**config.mk**
```make
export PLATFORM = sky130hd
export DESIGN_NAME = jk_ff_bank
export DESIGN_NICKNAME = d
export VERILOG_FILES = /design/src/rtl/jk_ff_bank.sv
export SDC_FILE = /design/constraint.sdc
export NUM_CORES = 1
export LEC_CHECK = 0
export ABC_CLOCK_PERIOD_IN_PS = 5700
export CAP_MARGIN = 20
export CORE_MARGIN = 10
export CORE_UTILIZATION = 46
export DETAILED_ROUTE_END_ITERATION = 10
export MAX_ROUTING_LAYER = met4
export PLACE_DENSITY = 0.84
export RECOVER_POWER = 25
export REMOVE_ABC_BUFFERS = 1
export SKIP_CTS_REPAIR_TIMING = 1
export SYNTH_ARGS = -nofsm -noshare
export SYNTH_HDL_FRONTEND = slang
export SYNTH_SLANG_ARGS = --single-unit
```
**constraint.sdc**
```tcl
create_clock -name clk -period 5.7 [get_ports clk]
set_input_delay 1.14 -clock clk [delete_from_list [all_inputs] [get_ports clk]]
set_output_delay 1.14 -clock clk [all_outputs]
set_load 0.1 [all_outputs]
```
**src/rtl/jk_ff_bank.sv**
```systemverilog
// jk_ff_bank: a bank of WIDTH flip-flops whose next-state rule (JK, D, T
// or SR) is selected at run time. It also provides a synchronous parallel
// load, per-bit change flags, a sticky error flag for illegal SR input, and
// a saturating counter of edges on which any bit changed.
//
// Priority at each rising edge of clk: rst > load > en > hold.
module jk_ff_bank #(
    parameter int               WIDTH     = 8,
    parameter logic [WIDTH-1:0] RESET_VAL = {WIDTH{1'b0}},
    parameter int               CNT_W     = 8
) (
    input  logic             clk,
    input  logic             rst,
    input  logic             en,
    input  logic [1:0]       mode,
    input  logic [WIDTH-1:0] j,
    input  logic [WIDTH-1:0] k,
    input  logic             load,
    input  logic [WIDTH-1:0] load_data,
    input  logic             clr_stat,
    output logic [WIDTH-1:0] q,
    output logic [WIDTH-1:0] qbar,
    output logic [WIDTH-1:0] chg,
    output logic             sr_err,
    output logic [CNT_W-1:0] evt_cnt
);

    localparam logic [1:0] MODE_JK = 2'b00;
    localparam logic [1:0] MODE_D  = 2'b01;
    localparam logic [1:0] MODE_T  = 2'b10;
    localparam logic [1:0] MODE_SR = 2'b11;

    localparam logic [CNT_W-1:0] CNT_MAX = {CNT_W{1'b1}};

    logic [WIDTH-1:0] q_next;
    logic [WIDTH-1:0] chg_next;
    logic             sr_set;

    // Compute the next state from load/en/mode, and detect an illegal SR input.
    always_comb begin
        q_next = q;
        sr_set = 1'b0;
        if (load) begin
            q_next = load_data;
        end else if (en) begin
            case (mode)
                MODE_JK: q_next = (j & ~q) | (~k & q);
                MODE_D:  q_next = j;
                MODE_T:  q_next = q ^ j;
                MODE_SR: begin
                    // In SR mode a bit with S=R=1 gets neither set nor
                    // clear, so it holds its value.
                    q_next = (q | (j & ~k)) & ~(~j & k);
                    sr_set = |(j & k);
                end
            endcase
        end
    end

    assign chg_next = q_next ^ q;
    assign qbar     = ~q;

    // Register the state and the change flags. clr_stat takes priority
    // over a set of sr_err or an increment of evt_cnt on the same edge.
    always_ff @(posedge clk) begin
        if (rst) begin
            q       <= RESET_VAL;
            chg     <= '0;
            sr_err  <= 1'b0;
            evt_cnt <= '0;
        end else begin
            q   <= q_next;
            chg <= chg_next;
            if (clr_stat) begin
                sr_err  <= 1'b0;
                evt_cnt <= '0;
            end else begin
                if (sr_set) begin
                    sr_err <= 1'b1;
                end
                if ((chg_next != '0) && (evt_cnt != CNT_MAX)) begin
                    evt_cnt <= evt_cnt + 1'b1;
                end
            end
        end
    end

endmodule
```
# Word-level counts from Yosys, hierarchy flattened
# Index checks and enable logic that the tools add are counted.
# classes
n_eq_ne	4
addsub	1
n_reduce_logical	5
n_bitwise	14
muxes	6
# op_table
cell	count
8-bit AND	6
8-bit inverter	4
8-bit one-hot mux with 4 select lines	1
8-bit two-way mux	2
8-bit OR	2
8-bit XOR	2
8-bit by 1-bit adder with 8-bit output, second input constant	1
8-bit inequality test, second input constant	1
8-bit nonzero test	1
8-bit OR reduction	1
2-bit == test, second input constant	2
1-bit two-way mux	3
2-bit by 1-bit == test with 1-bit output, second input constant	1
2-bit zero test	1
2-bit OR reduction	1
1-bit logical AND	1
# word_totals
input_bits	31
output_inout_bits	33
word_cells	34
regBits	25

# Longest topological paths before layout
# depth
word_depth	10
ltp_mapped	10
ltp_nobuf	8

# Worst setup path before layout
# OpenSTA, ideal clock, no wires.
# synth_path
path_type	reg-to-reg
start	reg q[1]
end	reg evt_cnt[3]
path_buffers	0
t_arrival_ns	3.165
stages_incl_launch_ff	9
period_less_slack_ns	3.227
setup_time_ns	0.063
required_time_ns	5.637
slack_ns	2.473
path_cell_list	dfxtp_1 > inv_1 > o21ai_0 > a32oi_2 > mux2i_1 > nand4_2 > nor2_2 > or4_1 > nand2_1
# synth_between
elab_chain_len	9
word_cells_on_any_way	13
cone_classes	mux (3); bitwise (8); reduce/logical (2)
# synth_rtl
element	line_no	text
from (decl)	21	output logic [WIDTH-1:0] q,
from (signal assigned)	72	q <= q_next;
8-bit inverter	--	
via qbar[1]	22	output logic [WIDTH-1:0] qbar,
8-bit AND	47	MODE_JK: q_next = (j & ~q) | (~k & q);
8-bit OR	47	
8-bit one-hot mux with 4 select lines	46	case (mode)
8-bit two-way mux	45	end else if (en) begin
8-bit two-way mux	43	if (load) begin
8-bit XOR	60	assign chg_next = q_next ^ q;
8-bit nonzero test	81	if ((chg_next != '0) && (evt_cnt != CNT_MAX)) begin
1-bit logical AND	81	
to (signal assigned)	82	evt_cnt <= evt_cnt + 1'b1;
to (decl)	25	output logic [CNT_W-1:0] evt_cnt
# The timed path passes the listed nets, and every way through them passes these cells.
# A chain may end at the register's enable or synchronous reset.

# Worst setup path after layout
# layout_path
start	in mode[0]
end	reg evt_cnt[6]
# layout_between
elab_chain_len	7
word_cells_on_any_way	10
cone_classes	eq/ne (3); mux (3); bitwise (1); reduce/logical (3)
# layout_rtl
element	line_no	text
from (decl)	15	input logic [1:0] mode,
2-bit == test, or another cell as far along	46	
8-bit one-hot mux with 4 select lines *	46	
8-bit two-way mux *	45	
8-bit two-way mux *	43	
8-bit XOR *	60	
8-bit nonzero test *	81	
1-bit logical AND *	81	
# Mark *: on every way between the ends. The rest lies on a longest branch, timed or not.

==> metrics <==
outcome completed; DIE WIDTH a little under 80 um; Routability Congestion between 0.8 and 0.9; post-synthesis cell area 0.001585 sq mm; FMAX about 260 MHz; cell taking the most area after synthesis dfxtp_1; CTS tree done; Worst setup EP type register; CP required roughly 6.0 ns; top_reg_cell synth dfxtp_1; leak pwr between 0.0007 and 0.0008 uW; Final period util between 60 and 70%; Post-synth EDFFs 0; Mapped Avg Cell Area a little under 8 sq um; final setup fails 0; share of power burned in registers around 38%; Seq/Total Area, Yosys 31.57%; Synth top cells by count nor2_1, dfxtp_1, nand2_1; Worst VDD drop between 0.1 and 0.15 mV; Worst EP arrival 4.10 ns; Clock Pin Slew Worst Setup and Hold Paths 0.15 ns; startpoint types input pin; CTS Sinks 25; initial core utilization approximately 48%; count leader, synth nor2_1; Worst slew margin between 30% and 40%; CTS Buf Count 3; CP Max Fanout 29; DRC Markers 0; Internal ~280 uW; fin area between 0.002 and 0.0025 sq mm; total power density per cell area 231.5 mW/mm^2; fin crit period 3.833 ns; Yosys Warn Count 0; final slew viol count 0; pre-CTS WS 1.644 ns; Layout area overhead 39.62%; cells taking the most area after synthesis dfxtp_1, nor2_1, mux2i_1; Hold Path Class register to register; Via density roughly 5.7; Mapped Cells 204; total negative slack 0 ns; most frequent CP cell o21ai_0; final antenna diode count 0; gr ovfl total 0; Core Rows 21; DIE AREA around 0.0062 sq mm; RSZ-0062 raised after global routing false; Clk network pwr share 16.3%; WL/cell roughly 16 um; Sw Pwr about 230 uW; largest net degree at the start of global routing 30; Setup Skew about 0.0056 ns; H-tree Lvls 1; vias in the first global route roughly 1,700; critical path class input pin to register; Worst path max stage delay around 1.2 ns; Slowest cell on crit path dlygate4sd3_1; GRT Resource Usage Total around 16%; nets@finish ~290; sw frac 45.47%; Comb pwr share between 40% and 50%; top cell type's share of synthesized area 31.57%; ys async rst share 0%; Fin. Hold Viols 0; Antenna Nets Post-Route 0; worst-skew pair later-pin latency between 0.3 and 0.4 ns; core box area approximately 0.0033 sq mm; drt first pass iters 4; cells along the critical path dlygate4sd3_1, or2_0, o21ai_0, o22ai_1, mux2i_1, nand3_2, o21ai_0, o31ai_1, a21oi_1; via count ~1,700; Setup WS post-layout ~1.9 ns; layout cells sized above 1 5.019%; initial DRC count 130; CTS root buffer clkbuf_4; Max Cap Viol 0; post-synthesis cell type count 53; DP HPWL roughly 3700 um; DP Area between 0.002 and 0.0025 sq mm; IO Pins 64; Synth Register Bits 25; Max clock buf depth 2; initial antenna violation count 0; first-pass GRT wire length 8079 um; routed wire length roughly 4800 um; Worst Max-Slew Pin Slew approximately 1.0 ns; input/output buffers 63; Die Ht 78.71 um
==> cell usage in the layout (no fill, tap or decap), types with 2 or more instances in the layout <==
cell type / instances
o211ai_1: 4
a41oi_1: 2
nand2b_1: 2
inv_1: 12
nor3b_1: 2
nor2b_1: 2
clkbuf_4: 3
o22ai_1: 3
or3_1: 3
dfxtp_1: 25
o21ai_0: 13
dlygate4sd3_1: 9
nand4_1: 2
o22a_1: 4
a211oi_1: 3
nor2_1: 26
a31oi_1: 8
a21oi_1: 9
a21boi_0: 4
mux2i_1: 7
and2_1: 2
a22oi_1: 4
nand3b_1: 2
nor3_1: 2
clkdlybuf4s50_1: 54
nand2_1: 14
nand3_1: 13
==> cells by family (layout without fill, tap and decap cells) <==
group                      after synthesis  in the layout  share of synthesized area, %
AOI/OAI and AO/OA                       66             66                         28.89
xor gates and xnor gates                 1              1                        0.5526
adders and majority gates                1              1                        0.7891
buffers and inverters                   24             79                         8.050
DFF                                     25             25                         31.57
muxes                                    7              7                         4.420
and+or+nand+nor                         80             80                         25.73
==> critical path: cells and delay by family <==
family / cells / cell delay [ns]
compound gates: 5 / 0.88
mux: 1 / 0.32
buf+inv: 1 / 1.15
simple gates: 2 / 0.58
==> sequential cells by signal, indices dropped and copies added (netlist names) <==
signal	flops
sr_err	1
evt_cnt	8
q	8
chg	8
==> final timing paths <==
path / startpoint / endpoint / slack [ns] / cells past startpoint
max: mode[0] / evt_cnt[6] / 1.87 / 9
min: sr_err / sr_err / 0.53 / 2
max reg2reg: q[6] / evt_cnt[7] / 3.58 / 8
min reg2reg: sr_err / sr_err / 0.53 / 2
==> per-layer routing <==
metal / GRT usage (%) / part of all wire [%]
met2: 25.33 / 47
met4: 4.839 / 1.6
met5: - / 0
met1: 19.53 / 45
met3: 3.716 / 6.7
==> through the flow <==
| stage | hold slack [ns] | cells | util [%] | power (uW) |
|---|---|---|---|---|
| finish | 0.5263 | 305 | 66.33 | 512.3 |
| global route | 0.5751 | 305 | 66.33 | 537.9 |
| CTS | 0.5349 | 305 | 66.55 | 517.8 |
| detailed placement | 0.4971 | 301 | 65.65 | 435.3 |
| global placement | 0.4764 | 301 | 65.65 | 434.2 |
| floorplan | 0.9147 | 192 | - | 359.6 |
==> power by group through the flow <==
stage               Combinational, uW  Sequential, uW  Clock, uW
detailed placement                238             198          0
floorplan                        86.3             273          0
CTS                               239             194       85.2
global route                      248             195       94.3
finish                            235             194       83.3
global placement                  237             198          0
==> cell type report <==
cell class                      count  area, sq um
Fill cell                         290         1124
Multi-Input combinational cell    155        949.7
Timing Repair Buffer               63        630.6
Sequential cell                    25        500.5
Tap cell                           46        57.56
Inverter                           12        45.04
Clock buffer                        3        22.52
Clock inverter                      1        7.507
No activity file was read; power rests on OpenSTA's default activity.
